`src/rtl/controle_venda_pkg.sv`:
```
// controle_venda_pkg -- shared definitions for the vending controller.
//   - FSM state encoding (plain localparam constants)
//   - coin codes and coin values in reais
//   - credit (saldo) width
//   - valor_moeda(): coin code -> value, 0 for the invalid code
package controle_venda_pkg;

  localparam int SALDO_W = 6;

  localparam logic [2:0] OCIOSO = 3'd0;
  localparam logic [2:0] PEDE   = 3'd1;
  localparam logic [2:0] SOMA   = 3'd2;
  localparam logic [2:0] LIBERA = 3'd3;
  localparam logic [2:0] VENDE  = 3'd4;

  localparam logic [1:0] MOEDA_5   = 2'd0;
  localparam logic [1:0] MOEDA_10  = 2'd1;
  localparam logic [1:0] MOEDA_20  = 2'd2;
  localparam logic [1:0] MOEDA_INV = 2'd3;

  localparam logic [SALDO_W-1:0] VALOR_5  = 6'd5;
  localparam logic [SALDO_W-1:0] VALOR_10 = 6'd10;
  localparam logic [SALDO_W-1:0] VALOR_20 = 6'd20;

  function automatic logic [SALDO_W-1:0] valor_moeda(input logic [1:0] codigo);
    case (codigo)
      MOEDA_5:  valor_moeda = VALOR_5;
      MOEDA_10: valor_moeda = VALOR_10;
      MOEDA_20: valor_moeda = VALOR_20;
      default:  valor_moeda = '0;
    endcase
  endfunction

endpackage

```
`src/rtl/controle_venda_acumulador_saldo.sv`:
```
// acumulador_saldo -- credit accumulator of the vending controller.
// Adds the value of the captured coin when soma_i is high, clears on limpa_i,
// and raises a one-cycle rejeitada_o when the captured coin is invalid.
// Ports:
//   clk_i        rising-edge clock
//   rst_ni       asynchronous active-low reset
//   soma_i       add the coin in moeda_i this cycle
//   limpa_i      clear the credit (end of sale)
//   moeda_i      captured coin code
//   saldo_o      accumulated credit in reais (registered)
//   rejeitada_o  one-cycle pulse for an invalid coin (registered)
module acumulador_saldo
  import controle_venda_pkg::*;
(
  input  logic               clk_i,
  input  logic               rst_ni,
  input  logic               soma_i,
  input  logic               limpa_i,
  input  logic [1:0]         moeda_i,
  output logic [SALDO_W-1:0] saldo_o,
  output logic               rejeitada_o
);

  logic [SALDO_W-1:0] saldo_q, saldo_d;
  logic               rej_q, rej_d;

  // Legal prices keep saldo <= PRECO+15 <= 63, so the add never wraps.
  always_comb begin
    saldo_d = saldo_q;
    rej_d   = 1'b0;
    if (limpa_i) begin
      saldo_d = '0;
    end else if (soma_i) begin
      saldo_d = saldo_q + valor_moeda(moeda_i);
      rej_d   = (moeda_i == MOEDA_INV);
    end
  end

  always_ff @(posedge clk_i or negedge rst_ni) begin
    if (!rst_ni) begin
      saldo_q <= '0;
      rej_q   <= 1'b0;
    end else begin
      saldo_q <= saldo_d;
      rej_q   <= rej_d;
    end
  end

  assign saldo_o     = saldo_q;
  assign rejeitada_o = rej_q;

endmodule

```
`src/rtl/controle_venda.sv`:
```
// controle_venda -- coin-operated vending controller.
// Requests coins one at a time (next), accumulates credit, and pulses vendeu
// for TEMPO_VENDA cycles once saldo reaches PRECO. Excess credit is dropped.
// Optional feature macro: CONTROLE_VENDA_TROCO_EN adds the troco output
// (saldo-PRECO latched on sale entry, held during the sale, 0 otherwise).
// Ports:
//   clk           rising-edge clock
//   reset         asynchronous active-low reset
//   moeda         coin code (0=5, 1=10, 2=20, 3=invalid)
//   moeda_valida  buyer strobe, held while moeda is stable
//   next          coin request; one coin per 0->1 edge
//   vendeu        sale in progress
//   saldo         accumulated credit in reais
//   rejeitada     one-cycle pulse when an invalid coin is taken
//   expirou       one-cycle pulse when a request times out
//   troco         change value (only with CONTROLE_VENDA_TROCO_EN)
//   estado_dbg    current FSM state
// Handshake: next rises in PEDE; the buyer raises moeda_valida with a stable
// coin; the coin is taken on the first edge with moeda_valida high and next
// drops; the buyer then drops moeda_valida, which LIBERA waits for before
// deciding between a sale and a new request (four-phase).
module controle_venda
  import controle_venda_pkg::*;
#(
  parameter int PRECO       = 40,
  parameter int TEMPO_VENDA = 4,
  parameter int TIMEOUT     = 15
) (
  input  logic               clk,
  input  logic               reset,
  input  logic [1:0]         moeda,
  input  logic               moeda_valida,
  output logic               next,
  output logic               vendeu,
  output logic [SALDO_W-1:0] saldo,
  output logic               rejeitada,
  output logic               expirou,
`ifdef CONTROLE_VENDA_TROCO_EN
  output logic [SALDO_W-1:0] troco,
`endif
  output logic [2:0]         estado_dbg
);

  logic [2:0] state_q, state_d;
  logic [3:0] cnt_q, cnt_d;      // PEDE wait counter / VENDE length counter
  logic       armed_q;           // low only for the first edge after reset
  logic [1:0] moeda_q;
  logic       next_q, vendeu_q, expirou_q, expirou_d;
  logic       soma, limpa;

  always_comb begin
    state_d   = state_q;
    cnt_d     = cnt_q;
    expirou_d = 1'b0;
    limpa     = 1'b0;
    case (state_q)
      // The first edge after reset release is spent here so that next
      // cannot rise on an edge that may coincide with reset deassertion.
      OCIOSO: if (armed_q) state_d = PEDE;
      PEDE: begin
        if (moeda_valida) begin
          state_d = SOMA;
          cnt_d   = '0;
        end else if (cnt_q == 4'(TIMEOUT - 1)) begin
          state_d   = OCIOSO;
          cnt_d     = '0;
          expirou_d = 1'b1;
        end else begin
          cnt_d = cnt_q + 4'd1;
        end
      end
      SOMA: state_d = LIBERA;
      LIBERA: begin
        if (!moeda_valida) state_d = (saldo >= SALDO_W'(PRECO)) ? VENDE : PEDE;
      end
      VENDE: begin
        if (cnt_q == 4'(TEMPO_VENDA - 1)) begin
          state_d = PEDE;
          cnt_d   = '0;
          limpa   = 1'b1;
        end else begin
          cnt_d = cnt_q + 4'd1;
        end
      end
      default: begin
        state_d = OCIOSO;
        cnt_d   = '0;
      end
    endcase
  end

  assign soma = (state_q == SOMA);

  // Moore outputs are registered from the next state so they line up with
  // the state they belong to.
  always_ff @(posedge clk or negedge reset) begin
    if (!reset) begin
      state_q   <= OCIOSO;
      cnt_q     <= '0;
      armed_q   <= 1'b0;
      moeda_q   <= '0;
      next_q    <= 1'b0;
      vendeu_q  <= 1'b0;
      expirou_q <= 1'b0;
    end else begin
      state_q   <= state_d;
      cnt_q     <= cnt_d;
      armed_q   <= 1'b1;
      if (state_q == PEDE && moeda_valida) moeda_q <= moeda;
      next_q    <= (state_d == PEDE);
      vendeu_q  <= (state_d == VENDE);
      expirou_q <= expirou_d;
    end
  end

  acumulador_saldo u_acumulador (
    .clk_i       (clk),
    .rst_ni      (reset),
    .soma_i      (soma),
    .limpa_i     (limpa),
    .moeda_i     (moeda_q),
    .saldo_o     (saldo),
    .rejeitada_o (rejeitada)
  );

`ifdef CONTROLE_VENDA_TROCO_EN
  logic [SALDO_W-1:0] troco_q;

  always_ff @(posedge clk or negedge reset) begin
    if (!reset) begin
      troco_q <= '0;
    end else if (state_d == VENDE) begin
      if (state_q != VENDE) troco_q <= saldo - SALDO_W'(PRECO);
    end else begin
      troco_q <= '0;
    end
  end

  assign troco = troco_q;
`endif

  assign next       = next_q;
  assign vendeu     = vendeu_q;
  assign expirou    = expirou_q;
  assign estado_dbg = state_q;

endmodule

```
`config.mk`:
```
export PLATFORM = sky130hd
export DESIGN_NAME = controle_venda
export DESIGN_NICKNAME = d
export VERILOG_FILES = /design/src/rtl/controle_venda_pkg.sv /design/src/rtl/controle_venda_acumulador_saldo.sv /design/src/rtl/controle_venda.sv
export SDC_FILE = /design/constraint.sdc
export NUM_CORES = 1
export LEC_CHECK = 0
export CAP_MARGIN = 10
export CORE_MARGIN = 3
export CORE_UTILIZATION = 40
export CTS_CLUSTER_DIAMETER = 200
export DETAILED_ROUTE_END_ITERATION = 10
export PLACE_DENSITY = 0.62
export SLEW_MARGIN = 10
export SYNTH_ARGS = -nofsm -noshare
export SYNTH_HDL_FRONTEND = slang
export SYNTH_SLANG_ARGS = --single-unit
export TNS_END_PERCENT = 1
```
`constraint.sdc`:
```
create_clock -name clk -period 5.05 [get_ports clk]
set_clock_uncertainty 0.2 [all_clocks]
set_input_delay 1.01 -clock clk [delete_from_list [all_inputs] [get_ports clk]]
set_output_delay 1.01 -clock clk [all_outputs]
set_load 0.03 [all_outputs]
```
==> results of run 1 <==
==> metal layers <==
layer / up-vias / wire length (µm) / part of all wire (%) / GRT usage [%]
li1: 415 / - / - / -
met1: 418 / 1060 / 49 / 19.6
met2: 20 / 985 / 45 / 22.2
met3: 2 / 109 / 5.0 / 4.61
met4: 0 / 15 / 0.69 / 3.88
met5: - / 0 / 0 / 0
==> sequential cells by signal (all words and copies together) (netlist names) <==
signal                    flops
vendeu                        1
u_acumulador.saldo_o          6
next                          1
cnt_q                         4
u_acumulador.rejeitada_o      1
moeda_q                       2
expirou                       1
estado_dbg                    3
armed_q                       1
==> synthesized netlist by cell type <==
cell       number  area share (%)
mux2_2          1             1.0
or3_1           1            0.56
a22o_1          4             3.1
mux2i_1         2             1.8
xnor2_1         2             1.6
dfrtp_1        20              45
o211ai_1        2             1.3
o21a_1          1            0.67
a211o_1         2             1.6
a32o_1          2             1.8
nor3b_4         2             3.4
a21oi_1         4             1.8
a21o_1          3             2.0
o22ai_1         1            0.56
inv_1           3             1.0
nor3b_1         3             2.0
o2111ai_1       1            0.78
conb_1          1            0.34
buf_4           1            0.67
nor4_1          1            0.56
nand3b_1        1            0.67
nor2_2          1            0.56
nand2b_1        2             1.1
a32oi_2         1             1.5
o21ai_0         8             3.6
nand3_1         2            0.89
a31oi_1         1            0.56
buf_2           1            0.45
or3b_4          1             1.0
nor2_1          5             1.7
fa_1            1             1.8
buf_6           1             1.0
nand2_1         9             3.0
and3_1          1            0.56
nor2b_1         2             1.1
and2b_2         1            0.78
a211oi_1        1            0.67
ha_1            7             7.8
==> worst max-delay path by stage <==
stage | startpoint | slack (ns) | cells past startpoint | endpoint
after floorplan | u_acumulador.saldo_o[0] | 3.00 | 6 | u_acumulador.saldo_o[4]
after global placement | moeda_valida | 2.46 | 3 | moeda_q[1]
after detailed placement | moeda_valida | 2.43 | 3 | moeda_q[1]
after CTS | estado_dbg[0] | 2.09 | 1 | estado_dbg[0]
after global routing | estado_dbg[0] | 2.02 | 1 | estado_dbg[0]
final | estado_dbg[0] | 2.11 | 1 | estado_dbg[0]
==> cell families (layout without fill, tap and decap cells) <==
group                      after synthesis  in the layout  share of synthesized area [%]
other                                    1              1                          0.335
xor gates and xnor gates                 2              2                           1.57
buffers and inverters                    6             24                           3.13
DFF                                     20             20                           44.7
AOI/OAI and AO/OA                       31             31                           19.9
adders and majority gates                8              8                           9.62
muxes                                    3              3                           2.80
and+or+nand+nor                         32             32                           17.9
==> per-stage QoR <==
stage,worst slack (ns),cell area (µm²),instances,utilization [%]
floorplan,3.00,1120,103,-
CTS,2.09,1360,151,52.8
global placement,2.46,1300,147,50.7
global route,2.02,1360,151,52.8
detailed placement,2.43,1300,147,50.7
finish,2.11,1360,151,52.8
==> cell type report <==
class | count | area (µm²)
clock buffer | 3 | 22.5
clock inverter | 1 | 30.0
fill | 255 | 1210
inverter | 3 | 11.3
multi-input combinational | 77 | 583
sequential | 20 | 500
tap | 30 | 37.5
timing repair buffer | 17 | 170
==> report_power, final <==
part / leakage, µW / total, µW / internal [µW] / switching, µW
clock: 0.0000279 / 131 / 80.2 / 50.8
sequential: 0.000254 / 297 / 216 / 81.8
combinational: 0.000312 / 477 / 226 / 251
==> cell usage in the layout, fill, tap and decap left out, types with 4 or more instances in the layout <==
cell	instances
a21oi_1	4
a22o_1	4
clkdlybuf4s50_1	17
dfrtp_1	20
ha_1	7
nand2_1	9
nor2_1	5
o21ai_0	8
==> results.tsv, run 1 <==
metric	value	unit
status	complete, no violations	
Slew Limit Fails	0	
Area Overhead vs Synth	21.1	%
max cap viols	0	
post-route setup TNS	0	ns
first-pass GRT wire length	3770	µm
NumNets Final	135	
Skew-Pair Late Insertion Delay	0.30	ns
ANT cells	0	
P per Cell Area	668	nW/µm²
Seq cells post-synth	20	
# rows	18	
I/O Buffers	17	
CTS tree	done	
Peak VDD IR	0.386	mV
sequential share of the synthesized area	44.7	%
required time worst endpoint	3.84	ns
Die ar.	3470	µm²
worst slew pin tran	0.880	ns
Crit Path Category	reg -> out	
HP Start	u_acumulador.saldo_o[5]	
Initial Util	43.6	%
cell area after synthesis	1120	µm²
LEAKAGE	0.000595	µW
Core ar.	2570	µm²
DR vias	855	
post-CTS sizing	0	
routability cong.	0.829	
Hold Path Class	reg -> reg	
mean routed wirelength per cell	14.4	µm
post-CTS setup buffers	0	
Slew headroom	41.2	%
CTS Buf Count	3	
Min-Delay Path Depth	1	
unrepaired setup endpoints after global routing	no	
Syn Inst Count	103	
CP max stage delay	0.77	ns
Critical Path Source Type	flip-flop	
reg2reg path depth	7	
Longest Clk Path Bufs	2	
HPWL after detailed placement	1640	µm
chip height	58.9	µm
Boundary Pins	18	
Worst R2R End	u_acumulador.saldo_o[4]	
Worst Path Buf+Inv	1	
Syn Area/Cell	10.9	µm²
Root Driver	clkbuf_4	
overall power	906	µW
final setup violating endpoints	0	
Worst-path clk slew	0.12	ns
distinct cell type count after synthesis	38	
layout cell share with drive strength beyond 1	9.09	%
Ys Warns	0	
crit path cell chain	clkdlybuf4s50_1	
Vias/cell	5.66	
worst reg2reg setup slack	3.01	ns
GRT overflow	0	
DR iter-0 viols	9	
initial antenna violation count	0	
final hold slack	0.335	ns
Tcrit/Tclk final	58.2	%
GRT Overall Usage	14.4	%
crit end category	output pin	
Total Routed Length	2170	µm
Achievable Freq	340	MHz
htree depth	1	
drt drc	0	
Top delay family on crit path	buffers and inverters	
largest net degree at the start of global routing	21	
Hold Vio Cnt, Final	0	
Hold Path Sink	u_acumulador.saldo_o[5]	
Die X-Extent	58.9	µm
total nets after synthesis	116	
DR pass1 iterations	4	
# hold bufs at CTS	0	
Final min period	2.94	ns
R2R Path Start	moeda_q[1]	
vias in the first global route	792	
Slowest-stage cell, CP	clkdlybuf4s50_1	
crit path DAT	1.73	ns
Critical Path Fanout Max	11	
Clock Sinks	20	
Routed Antenna Nets	0	
No activity file was read; power rests on OpenSTA's default activity.
==> inputs of run 2 (changes only) <==
==> constraint.sdc (replaced) <==
create_clock -name clk -period 2.8 [get_ports clk]
set_clock_uncertainty 0.2 [all_clocks]
set_input_delay 0.56 -clock clk [delete_from_list [all_inputs] [get_ports clk]]
set_output_delay 0.56 -clock clk [all_outputs]
set_load 0.03 [all_outputs]
==> results.tsv, run 2 (same netlist as run 1, synthesis figures left out) <==
metric	value	unit
status	complete, no violations	
CP max stage delay	0.77	ns
Initial Util	43.6	%
DR iter-0 viols	10	
placed insts	148	
htree depth	1	
GRT Overall Usage	14.2	%
Slowest-stage cell, CP	clkdlybuf4s50_1	
DR vias	840	
required time worst endpoint	2.04	ns
Critical Path Source Type	flip-flop	
crit path cell chain	clkdlybuf4s50_1	
Crit Path Category	reg -> out	
final setup violating endpoints	0	
commonest non-fill, non-tap cell in the layout	dfrtp_1	
# hold bufs at CTS	0	
I/O Buffers	17	
P per Cell Area	1200	nW/µm²
Min-Delay Path Depth	1	
HPWL after detailed placement	1690	µm
# rows	18	
Final min period	2.50	ns
Skew-Pair Late Insertion Delay	0.30	ns
Total Routed Length	2210	µm
CTS Buf Count	3	
Core ar.	2570	µm²
drt drc	0	
Worst Path Buf+Inv	1	
layout cell share with drive strength beyond 1	9.84	%
Root Driver	clkbuf_4	
Die ar.	3470	µm²
Worst-path clk slew	0.12	ns
Vias/cell	5.53	
DR pass1 iterations	2	
first-pass GRT wire length	3700	µm
Fillers	249	
R2R Path Start	moeda_q[1]	
mean routed wirelength per cell	14.6	µm
Peak VDD IR	0.650	mV
Achievable Freq	400	MHz
unrepaired setup endpoints after global routing	no	
reg2reg path depth	7	
Hold Vio Cnt, Final	0	
Critical Path Fanout Max	11	
ANT cells	0	
Area Overhead vs Synth	21.8	%
chip height	58.9	µm
Boundary Pins	18	
Cell Count, Final, Fillers Out	152	
Routed Antenna Nets	0	
Die X-Extent	58.9	µm
Longest Clk Path Bufs	2	
worst reg2reg setup slack	0.74	ns
Hold Path Class	reg -> reg	
most frequent cells in the layout	20 x dfrtp_1, 17 x clkdlybuf4s50_1, 9 x nand2_1, 8 x o21ai_0, 7 x ha_1	
LEAKAGE	0.000599	µW
Clock Sinks	20	
vias in the first global route	796	
Hold Path Sink	u_acumulador.saldo_o[5]	
CTS tree	done	
max reg flops	6	
crit path DAT	1.74	ns
Tcrit/Tclk final	89.2	%
NumNets Final	136	
post-CTS sizing	0	
Top delay family on crit path	buffers and inverters	
HP Start	u_acumulador.saldo_o[5]	
crit end category	output pin	
routability cong.	0.832	
post-route setup TNS	0	ns
initial antenna violation count	0	
post-CTS setup buffers	0	
GRT overflow	0	
Slew Limit Fails	0	
max cap viols	0	
largest net degree at the start of global routing	21	
Worst R2R End	u_acumulador.saldo_o[4]	
## run 2: cell type report
type / count / area, µm² / area share (%)
timing repair buffer: 18 / 178 / 13.0
tap: 30 / 37.5 / 2.75
multi-input combinational: 77 / 583 / 42.8
sequential: 20 / 500 / 36.7
clock inverter: 1 / 30.0 / 2.20
inverter: 3 / 11.3 / 0.826
clock buffer: 3 / 22.5 / 1.65
## run 2: worst max-delay path by stage
stage	start	to	slack, ns	cells past startpoint
after floorplan	u_acumulador.saldo_o[0]	u_acumulador.saldo_o[4]	0.75	6
after global placement	moeda_valida	moeda_q[1]	0.66	3
after detailed placement	moeda_valida	moeda_q[1]	0.59	3
after CTS	estado_dbg[0]	estado_dbg[0]	0.28	1
after global routing	estado_dbg[0]	estado_dbg[0]	0.23	1
final	estado_dbg[0]	estado_dbg[0]	0.30	1
## run 2: power by group
part / internal [µW] / leakage, µW / switching (µW) / total (µW)
registers: 389 / 0.000254 / 150 / 539
logic: 410 / 0.000317 / 457 / 867
clock network: 145 / 0.0000279 / 89.9 / 235
## run 2: metal layers
metal | part of all wire [%] | GRT usage, % | vias up
met1 | 50 | 19.3 | 407
met4 | 0.68 | 3.88 | 0
li1 | - | - | 417
met5 | 0 | 0 | -
met2 | 45 | 21.8 | 14
met3 | 4.2 | 4.39 | 2
## run 2: per-stage QoR
stage,hold WS (ns),cell area (µm²),util [%],setup slack (ns),total power [µW]
floorplan,0.0644,1120,-,0.747,1160
global placement,0.316,1310,51.0,0.656,1390
detailed placement,0.315,1310,51.0,0.589,1410
CTS,0.336,1360,53.1,0.282,1660
global route,0.371,1360,53.1,0.233,1760
finish,0.333,1360,53.1,0.301,1640
